$ cat config.mk
export PLATFORM = sky130hd
export DESIGN_NAME = rl_force_tag_aligner
export DESIGN_NICKNAME = d
export VERILOG_FILES = /design/src/rtl/rl_md_pkg.sv /design/src/rtl/rl_tag_delay_line.sv /design/src/rtl/rl_force_tag_aligner.sv
export SDC_FILE = /design/constraint.sdc
export NUM_CORES = 1
export LEC_CHECK = 0
export BUFFER_PORTS_ARGS = -buffer_cell sky130_fd_sc_hd__buf_2
export CAP_MARGIN = 10
export CORE_ASPECT_RATIO = 0.9
export CORE_MARGIN = 1.5
export CORE_UTILIZATION = 61
export CTS_CLUSTER_DIAMETER = 60
export DETAILED_ROUTE_END_ITERATION = 16
export GPL_ROUTABILITY_DRIVEN = 0
export GPL_TIMING_DRIVEN = 0
export PLACE_DENSITY = 0.83
export SLEW_MARGIN = 40
export SYNTH_ARGS = -nofsm -noshare
export SYNTH_HDL_FRONTEND = slang
export SYNTH_SLANG_ARGS = --single-unit
export TNS_END_PERCENT = 50
$ cat constraint.sdc
create_clock -name clk -period 4.4 [get_ports clk]
set_input_delay 0 -clock clk [delete_from_list [all_inputs] [get_ports clk]]
set_output_delay 0 -clock clk [all_outputs]
set_load 0.03 [all_outputs]
$ cat src/rtl/rl_md_pkg.sv
// Shared defaults and tag layout for the MD force pipeline blocks.
// A tag travels alongside a pair through the force pipeline: {valid, ref_id, nb_id}.
package rl_md_pkg;

    localparam int DATA_WIDTH_DEF        = 32;
    localparam int PARTICLE_ID_WIDTH_DEF = 20;
    localparam int PIPE_LATENCY_DEF      = 17;
    localparam int CNT_WIDTH_DEF         = 8;

    typedef struct packed {
        logic                             valid;
        logic [PARTICLE_ID_WIDTH_DEF-1:0] ref_id;
        logic [PARTICLE_ID_WIDTH_DEF-1:0] nb_id;
    } tag_t;

    // Flat width of a tag for an arbitrary ID width, same field order as tag_t.
    function automatic int tag_width(input int id_width);
        return 1 + 2 * id_width;
    endfunction

endpackage

$ cat src/rtl/rl_tag_delay_line.sv
// Fixed-latency, never-stalling shift register that carries pair tags
// in lockstep with the force pipeline.
module rl_tag_delay_line
    import rl_md_pkg::*;
#(
    parameter int DEPTH = PIPE_LATENCY_DEF,
    parameter int WIDTH = tag_width(PARTICLE_ID_WIDTH_DEF)
) (
    input  logic             clk,
    input  logic             rst,
    input  logic [WIDTH-1:0] in_data,
    output logic [WIDTH-1:0] tail_data
);

    logic [WIDTH-1:0] stage [DEPTH];

    // NOTE: the whole stage array is reset, not only the valid bits, so a
    // reset in mid-flight leaves no stale IDs that could leak out later.
    // NOTE: non-blocking assignments let every stage read its neighbour's
    // old value, which is what makes this a shift register and not a wire.
    always_ff @(posedge clk or negedge rst) begin
        if (!rst) begin
            for (int i = 0; i < DEPTH; i++) begin
                stage[i] <= '0;
            end
        end else begin
            stage[0] <= in_data;
            for (int i = 1; i < DEPTH; i++) begin
                stage[i] <= stage[i-1];
            end
        end
    end

    assign tail_data = stage[DEPTH-1];

endmodule

$ cat src/rtl/rl_force_tag_aligner.sv
// Re-attaches particle IDs to force-pipeline results, tracks in-flight tags
// and signals when every force for a reference particle has been emitted.
module rl_force_tag_aligner
    import rl_md_pkg::*;
#(
    parameter int DATA_WIDTH        = DATA_WIDTH_DEF,
    parameter int PARTICLE_ID_WIDTH = PARTICLE_ID_WIDTH_DEF,
    parameter int PIPE_LATENCY      = PIPE_LATENCY_DEF,
    parameter int CNT_WIDTH         = CNT_WIDTH_DEF
) (
    input  logic                         clk,
    input  logic                         rst,
    input  logic                         in_tag_valid,
    input  logic [PARTICLE_ID_WIDTH-1:0] in_ref_particle_id,
    input  logic [PARTICLE_ID_WIDTH-1:0] in_neighbor_particle_id,
    input  logic                         in_force_valid,
    input  logic [DATA_WIDTH-1:0]        in_force_x,
    input  logic [DATA_WIDTH-1:0]        in_force_y,
    input  logic [DATA_WIDTH-1:0]        in_force_z,
    input  logic                         in_flush,
    output logic                         out_valid,
    output logic [PARTICLE_ID_WIDTH-1:0] out_ref_particle_id,
    output logic [PARTICLE_ID_WIDTH-1:0] out_neighbor_particle_id,
    output logic [DATA_WIDTH-1:0]        out_force_x,
    output logic [DATA_WIDTH-1:0]        out_force_y,
    output logic [DATA_WIDTH-1:0]        out_force_z,
    output logic                         out_ref_done,
    output logic [PARTICLE_ID_WIDTH-1:0] out_ref_done_id,
    output logic [CNT_WIDTH-1:0]         out_inflight_count,
    output logic                         out_pipe_empty,
    output logic                         out_align_error
);

    localparam int IDW   = PARTICLE_ID_WIDTH;
    localparam int TAG_W = tag_width(PARTICLE_ID_WIDTH);

    logic [TAG_W-1:0]     head_tag;
    logic [TAG_W-1:0]     tail_tag;
    logic                 tail_valid;
    logic [IDW-1:0]       tail_ref;
    logic [IDW-1:0]       tail_nb;

    logic [CNT_WIDTH-1:0] inflight_cnt;
    logic [CNT_WIDTH-1:0] inflight_cnt_nxt;
    logic [IDW-1:0]       last_ref;
    logic                 have_ref;
    logic                 flush_pend;

    logic                 transfer;
    logic                 mismatch;
    logic                 ref_change_done;
    logic                 flush_ready;
    logic                 flush_done;

    // Idle slots carry all-zero tags so nothing but the valid bit matters downstream.
    assign head_tag = in_tag_valid ? {1'b1, in_ref_particle_id, in_neighbor_particle_id}
                                   : '0;

    rl_tag_delay_line #(
        .DEPTH (PIPE_LATENCY),
        .WIDTH (TAG_W)
    ) u_delay_line (
        .clk       (clk),
        .rst       (rst),
        .in_data   (head_tag),
        .tail_data (tail_tag)
    );

    assign tail_valid = tail_tag[TAG_W-1];
    assign tail_ref   = tail_tag[2*IDW-1:IDW];
    assign tail_nb    = tail_tag[IDW-1:0];

    assign transfer        = tail_valid & in_force_valid;
    assign mismatch        = tail_valid ^ in_force_valid;
    assign ref_change_done = transfer & have_ref & (tail_ref != last_ref);

    // A flush waits until the pipe is drained; if a ref-change pulse is being
    // issued on the same edge it simply stays pending one more cycle.
    assign flush_ready = flush_pend & (inflight_cnt == '0) & ~tail_valid & ~ref_change_done;
    assign flush_done  = flush_ready & have_ref;

    // NOTE: the default assignment first means every path drives the
    // next value, so no latch can be inferred here.
    always_comb begin
        inflight_cnt_nxt = inflight_cnt;
        unique case ({in_tag_valid, tail_valid})
            2'b10:   inflight_cnt_nxt = inflight_cnt + CNT_WIDTH'(1);
            2'b01:   inflight_cnt_nxt = inflight_cnt - CNT_WIDTH'(1);
            default: inflight_cnt_nxt = inflight_cnt;
        endcase
    end

    always_ff @(posedge clk or negedge rst) begin
        if (!rst) begin
            out_ref_particle_id      <= '0;
            out_neighbor_particle_id <= '0;
            out_force_x              <= '0;
            out_force_y              <= '0;
            out_force_z              <= '0;
        end else if (transfer) begin
            out_ref_particle_id      <= tail_ref;
            out_neighbor_particle_id <= tail_nb;
            out_force_x              <= in_force_x;
            out_force_y              <= in_force_y;
            out_force_z              <= in_force_z;
        end
    end

    always_ff @(posedge clk or negedge rst) begin
        if (!rst) begin
            out_valid       <= 1'b0;
            out_ref_done    <= 1'b0;
            out_ref_done_id <= '0;
            out_align_error <= 1'b0;
            inflight_cnt    <= '0;
            last_ref        <= '0;
            have_ref        <= 1'b0;
            flush_pend      <= 1'b0;
        end else begin
            out_valid       <= transfer;
            out_ref_done    <= ref_change_done | flush_done;
            out_align_error <= out_align_error | mismatch;
            inflight_cnt    <= inflight_cnt_nxt;

            if (ref_change_done || flush_done) begin
                out_ref_done_id <= last_ref;
            end

            if (transfer) begin
                last_ref <= tail_ref;
                have_ref <= 1'b1;
            end else if (flush_ready) begin
                have_ref <= 1'b0;
            end

            // A new flush request always wins, so back-to-back requests merge.
            if (in_flush) begin
                flush_pend <= 1'b1;
            end else if (flush_ready) begin
                flush_pend <= 1'b0;
            end
        end
    end

    assign out_inflight_count = inflight_cnt;
    assign out_pipe_empty     = (inflight_cnt == '0) & ~flush_pend;

endmodule

; ---- After elaboration in Yosys (flattened, before gate mapping)
; Index checks and enable logic that the tools add are counted.
[word_totals]
register_bits = 866
inputBits = 141
word_cells = 58
[op_classes]
n_addsub = 2
eq_ne = 3
n_mux = 5
bitwise = 14
n_reduce_logical = 5
[op_table]
columns = op, count
row1 = $mux W41, 1
row2 = $ne A20 B20 Y1, 1
row3 = $pmux W8 S2, 1
row4 = $add A8 B1 Y8 const B, 1
row5 = $and A1 B1 Y1, 8
row6 = $logic_not A8 Y1, 1
row7 = $sub A8 B1 Y8 const B, 1
row8 = $reduce_bool A2 Y1, 3
row9 = $mux W1, 3
row10 = $not A1 Y1, 3
row11 = $eq A2 B1 Y1 const B, 1
row12 = $eq A2 B2 Y1 const B, 1
row13 = $or A1 B1 Y1, 2
row14 = $logic_or A1 B1 Y1, 1
row15 = $xor A1 B1 Y1, 1

; ---- Longest topological paths before layout
[logic_depth]
ltp_word = 7
depth_mapped = 10

; ---- By module
; A second synthesis with hierarchy kept.
[unflattened]
cells_unflattened = 1340
hier_area_um2 = 25379.3
[by_module_without_submodules]
columns = mod, n_inst, cells_each, area_each_um2, seq_area_each_um2
row1 = rl_tag_delay_line, 1, 738, 17749.5, 17441.7
row2 = rl_force_tag_aligner, 1, 602, 7629.8, 4229.1

; ---- Worst setup path after synthesis
; OpenSTA, ideal clock, no wires.
[synth_timing]
path_type = flip-flop to flip-flop
from = register u_delay_line.stage, in the netlist u_delay_line.tail_data[40]
to = register inflight_cnt[6], in the netlist out_inflight_count[6]
setup_ns = 0.069
arrival_time_ns = 1.971
required_ns = 4.331
setup_slack_ns = 2.359
stages_incl_launch_ff = 8
path_buffers = 0
synth_period_minus_slack_ns = 2.041
cell_sequence = dfrtp_1 -> ha_1 -> ha_1 -> nor2b_1 -> o21ai_0 -> a21boi_0 -> or4_1 -> nand3_1
[synth_between]
elab_chain_cells = 2
[synth_lines]
columns = item, line
row1 = from (decl), rl_tag_delay_line.sv:15  ; logic [WIDTH-1:0] stage [DEPTH];
row2 = "from (signal, indexed assignment)", rl_tag_delay_line.sv:29  ; stage[i] <= stage[i-1];
row3 = $eq A2 B1 Y1 / $eq A2 B2 Y1 (equally long branches), rl_force_tag_aligner.sv:86  ; unique case ({in_tag_valid, tail_valid})
row4 = $pmux W8 S2 / $reduce_bool A2 Y1 (equally long branches), -
row5 = to (signal assigned), rl_force_tag_aligner.sv:123  ; inflight_cnt <= inflight_cnt_nxt;
row6 = to (decl), rl_force_tag_aligner.sv:43  ; logic [CNT_WIDTH-1:0] inflight_cnt;
; Several ways; a longest one is shown, not always the timed one.
; A chain may end at the register's enable or synchronous reset.

; ---- Final worst setup path
[layout_timing]
from = input port in_tag_valid
to = register inflight_cnt[7], in the netlist out_inflight_count[7]
[layout_between]
elab_chain_cells = 2
[layout_lines]
columns = item, line
row1 = from (decl), rl_force_tag_aligner.sv:13  ; input logic in_tag_valid,
row2 = $eq A2 B1 Y1 / $eq A2 B2 Y1 (equally long branches), rl_force_tag_aligner.sv:86
row3 = $pmux W8 S2 / $reduce_bool A2 Y1 (equally long branches), -
; Several ways; a longest one is shown, not always the timed one.

==> results.md <==
- Synth Instances: 1299
- Via Count: 13200
- Transition time of the tightest slew-check pin: 0.8572 ns
- Min-delay src: in_tag_valid
- Post-Route Skew: 0.02908 ns
- Worst Path Required: 4.89 ns
- Synthesized flop and latch total: 866
- Initial antenna violation count: 4
- Max Slew Vio Count: 0
- TritonCTS Buffers: 79
- Worst reg2reg path startpoint: u_delay_line.tail_data[40]
- RR Endpoint: out_inflight_count[7]
- Nets@finish: 1988
- Fillers: 1887
- Leakage: 15.49 nW
- Routed WL: 58970 um
- Total Power: 17.86 mW
- Worst skew pair latency: 0.61 ns
- Worst setup endpoint: out_inflight_count[7]
- Post-CTS Resized: 0
- Initial core utilization: 61.83%
- Clk slew on worst S/H paths: 0.06 ns
- Worst setup EP type: register
- Power density cells: 566.6 nW/um2
- HPWL Detailed: 25710 um
- Synth cell types: 38
- GR Util All Layers: 29.12%
- Total gr overflow: 0
- Minimum clock period: 2.691 ns
- Largest net degree at the start of global routing: 117
- Global-route wire length before repair: 90900 um
- Fin Setup TNS: 0 ns
- Final hold viol count: 0
- Power share of the combinational group: 11.4%
- Final period utilization: 61.16%
- Std cell rows: 70
- Psw: 4.736 mW
- Synthesized net count: 1449
- Storage cell area: 21670 um2
- Port bufs: 308
- Startpoint types: input port
- Antenna Nets Post-Route: 0
- Place WS: 1.811 ns
- Synth Area per Inst: 19.30 um2
- Clock buffer depth: 3
- Final WS setup: 1.709 ns
- Internal power: 13.13 mW
- Sequential power share: 50.3%
- Slew headroom: 42.85%
- CP Class: in2reg
- Syn-to-layout area delta: 25.74%
- H-tree levels: 3
- R2R cell count: 7
- Setup Fix Bufs, Post-CTS: 0
- Die area: 42330 um2
- Crit. Startpoint: in_tag_valid
- RSZ-0062 raised after global routing: false
- # DRC: 0
- Hold WC Path Type: in2reg
- Clock network power share: 38.3%
- Seq/Total Area, Yosys: 86.43%
- Reg2Reg Setup Slack: 1.90 ns
- Crit-path max FO: 10
- Drt via density: 5.411
- Sinks on the clock net: 866
- Initial DRC Count: 1223
- Crit path DAT: 3.18 ns
- Fmax: 371.6 MHz
- Sw frac: 26.51%
- # IOs: 309
- Root Buffer: clkbuf_16
- DR WL/cell: 24.18 um
- Hold slack: 0.1220 ns
- Final setup fails: 0
- Vias in the first global route: 15030
- Status: completed
- Placeable Area: 40550 um2
- CTS tree: done
- Synthesis Warnings: 0
- Hold-fix buffers, CTS: 142
- Share of cells above drive strength 1: 31.65%
- Multi-input gate area: 3218 um2
- Mapped Area: 25070 um2
- Die width: 216.7 um
- Max cap viols: 0
- Peak VDD IR: 0.0004349 V
- First drt pass iteration count: 7
- Die Y: 195.3 um
==> flip-flops by register name, summed over array words and instances (netlist names) <==
name / flops
u_delay_line.tail_data: 41
flush_pend: 1
out_inflight_count: 8
last_ref: 20
out_valid: 1
u_delay_line.stage: 656
out_align_error: 1
have_ref: 1
out_ref_done_id: 20
out_force_y: 32
out_neighbor_particle_id: 20
out_force_z: 32
out_ref_done: 1
out_force_x: 32
==> power by group through the flow <==
stage	sequential [mW]	clock, mW	combinational (mW)
global route	9.03	7.28	2.15
floorplan	9.51	0	0.561
finish	8.98	6.84	2.04
global placement	8.99	0	1.73
CTS	8.95	6.87	1.98
detailed placement	9.04	0	1.83
==> routing by layer <==
metal / wire length [um] / GRT usage [%]
met1: 21400 / 35.44
met4: 3410 / 15.56
met2: 30710 / 49.94
met5: 0 / 0
met3: 3455 / 5.452
==> worst max-delay path, stage by stage <==
cell	delay [ns]
dlygate4sd3_1	0.51
buf_2	0.15
clkbuf_1	0.26
inv_1	0.22
ha_1	0.37
ha_1	0.39
o21ai_0	0.12
o211a_1	0.24
or3_1	0.38
a21oi_1	0.31
xor2_1	0.23
==> area by class of cell <==
type,count,area share [%]
inverters,5,0.05953
repair buffers,458,10.20
well taps,540,2.143
flip-flops and latches,866,68.74
multi-input cells,390,10.21
clock buffers,119,7.648
diodes,3,0.02381
plain buffers,38,0.5239
clock inverters,20,0.4564
==> metrics by stage <==
| stage | cell area (um2) | utilization [%] | std cells |
|---|---|---|---|
| floorplan | 25070 | - | 1299 |
| global placement | 27290 | 67.30 | 2147 |
| detailed placement | 27530 | 67.88 | 2155 |
| CTS | 31520 | 77.73 | 2436 |
| global route | 31530 | 77.74 | 2439 |
| finish | 31530 | 77.74 | 2439 |
==> how the worst min path moves through the flow <==
stage	slack, ns	endpoint	cells after the start
floorplan	-0.30	flush_pend	0
CTS	0.09	u_delay_line.stage[696]	2
global route	0.13	u_delay_line.stage[696]	2
finish	0.12	u_delay_line.stage[696]	2
global placement	0.19	u_delay_line.stage[696]	1
detailed placement	-0.1	u_delay_line.stage[666]	1
==> synthesized netlist by cell type <==
cell type,count,share of area (%)
a211oi_1,3,0.090
ha_1,8,0.40
nand4b_1,1,0.035
mux2i_1,1,0.040
o211ai_1,20,0.60
a21oi_1,4,0.080
o21ai_0,11,0.22
or3_1,1,0.025
nor3b_1,2,0.060
xor2_1,4,0.14
a21o_1,1,0.030
or2_2,1,0.025
nand3_1,22,0.44
nor4_2,2,0.10
xnor2_1,21,0.73
clkbuf_1,17,0.25
nor2_1,4,0.060
dfrtp_1,866,86
and2_1,42,1.0
a21o_2,1,0.035
o2bb2ai_1,1,0.035
inv_1,5,0.075
buf_2,18,0.36
o211a_1,21,0.84
nor3_2,1,0.040
or4_1,1,0.030
and3b_1,1,0.035
nor2b_1,1,0.025
and3_1,1,0.025
mux2_2,136,6.1
nand4_1,25,0.62
nand2_1,48,0.72
a21boi_0,1,0.030
nand2b_1,1,0.025
fa_1,1,0.080
o31ai_1,1,0.030
nor4b_1,1,0.035
buf_1,3,0.045
==> placed cells by master, fill, tap and decap left out, drive strengths merged, types with 2 or more instances in the layout <==
| cell type | instances |
|---|---|
| o211ai | 20 |
| mux2 | 136 |
| xnor2 | 21 |
| nor3b | 2 |
| dfrtp | 866 |
| clkbuf | 136 |
| a211oi | 3 |
| ha | 8 |
| nand4 | 25 |
| o21ai | 11 |
| buf | 338 |
| diode | 3 |
| nand2 | 48 |
| a21oi | 4 |
| nor4 | 2 |
| dlygate4sd3 | 141 |
| and2 | 42 |
| a21o | 2 |
| clkinv | 17 |
| inv | 7 |
| nor2 | 4 |
| o211a | 21 |
| nand3 | 22 |
| xor2 | 4 |
==> kinds of logic (layout without fill, tap and decap cells) <==
family | Yosys count | count (layout) | synth area share, %
flops | 866 | 866 | 86.43
simple gates | 155 | 155 | 3.349
mux | 137 | 137 | 6.148
compound gates | 64 | 64 | 1.986
buf+inv | 43 | 640 | 0.7336
xor+xnor | 25 | 25 | 0.8733
fa+ha+maj | 9 | 9 | 0.4791
other cells | 0 | 3 | 0
Power figures use the tool's default switching activity.
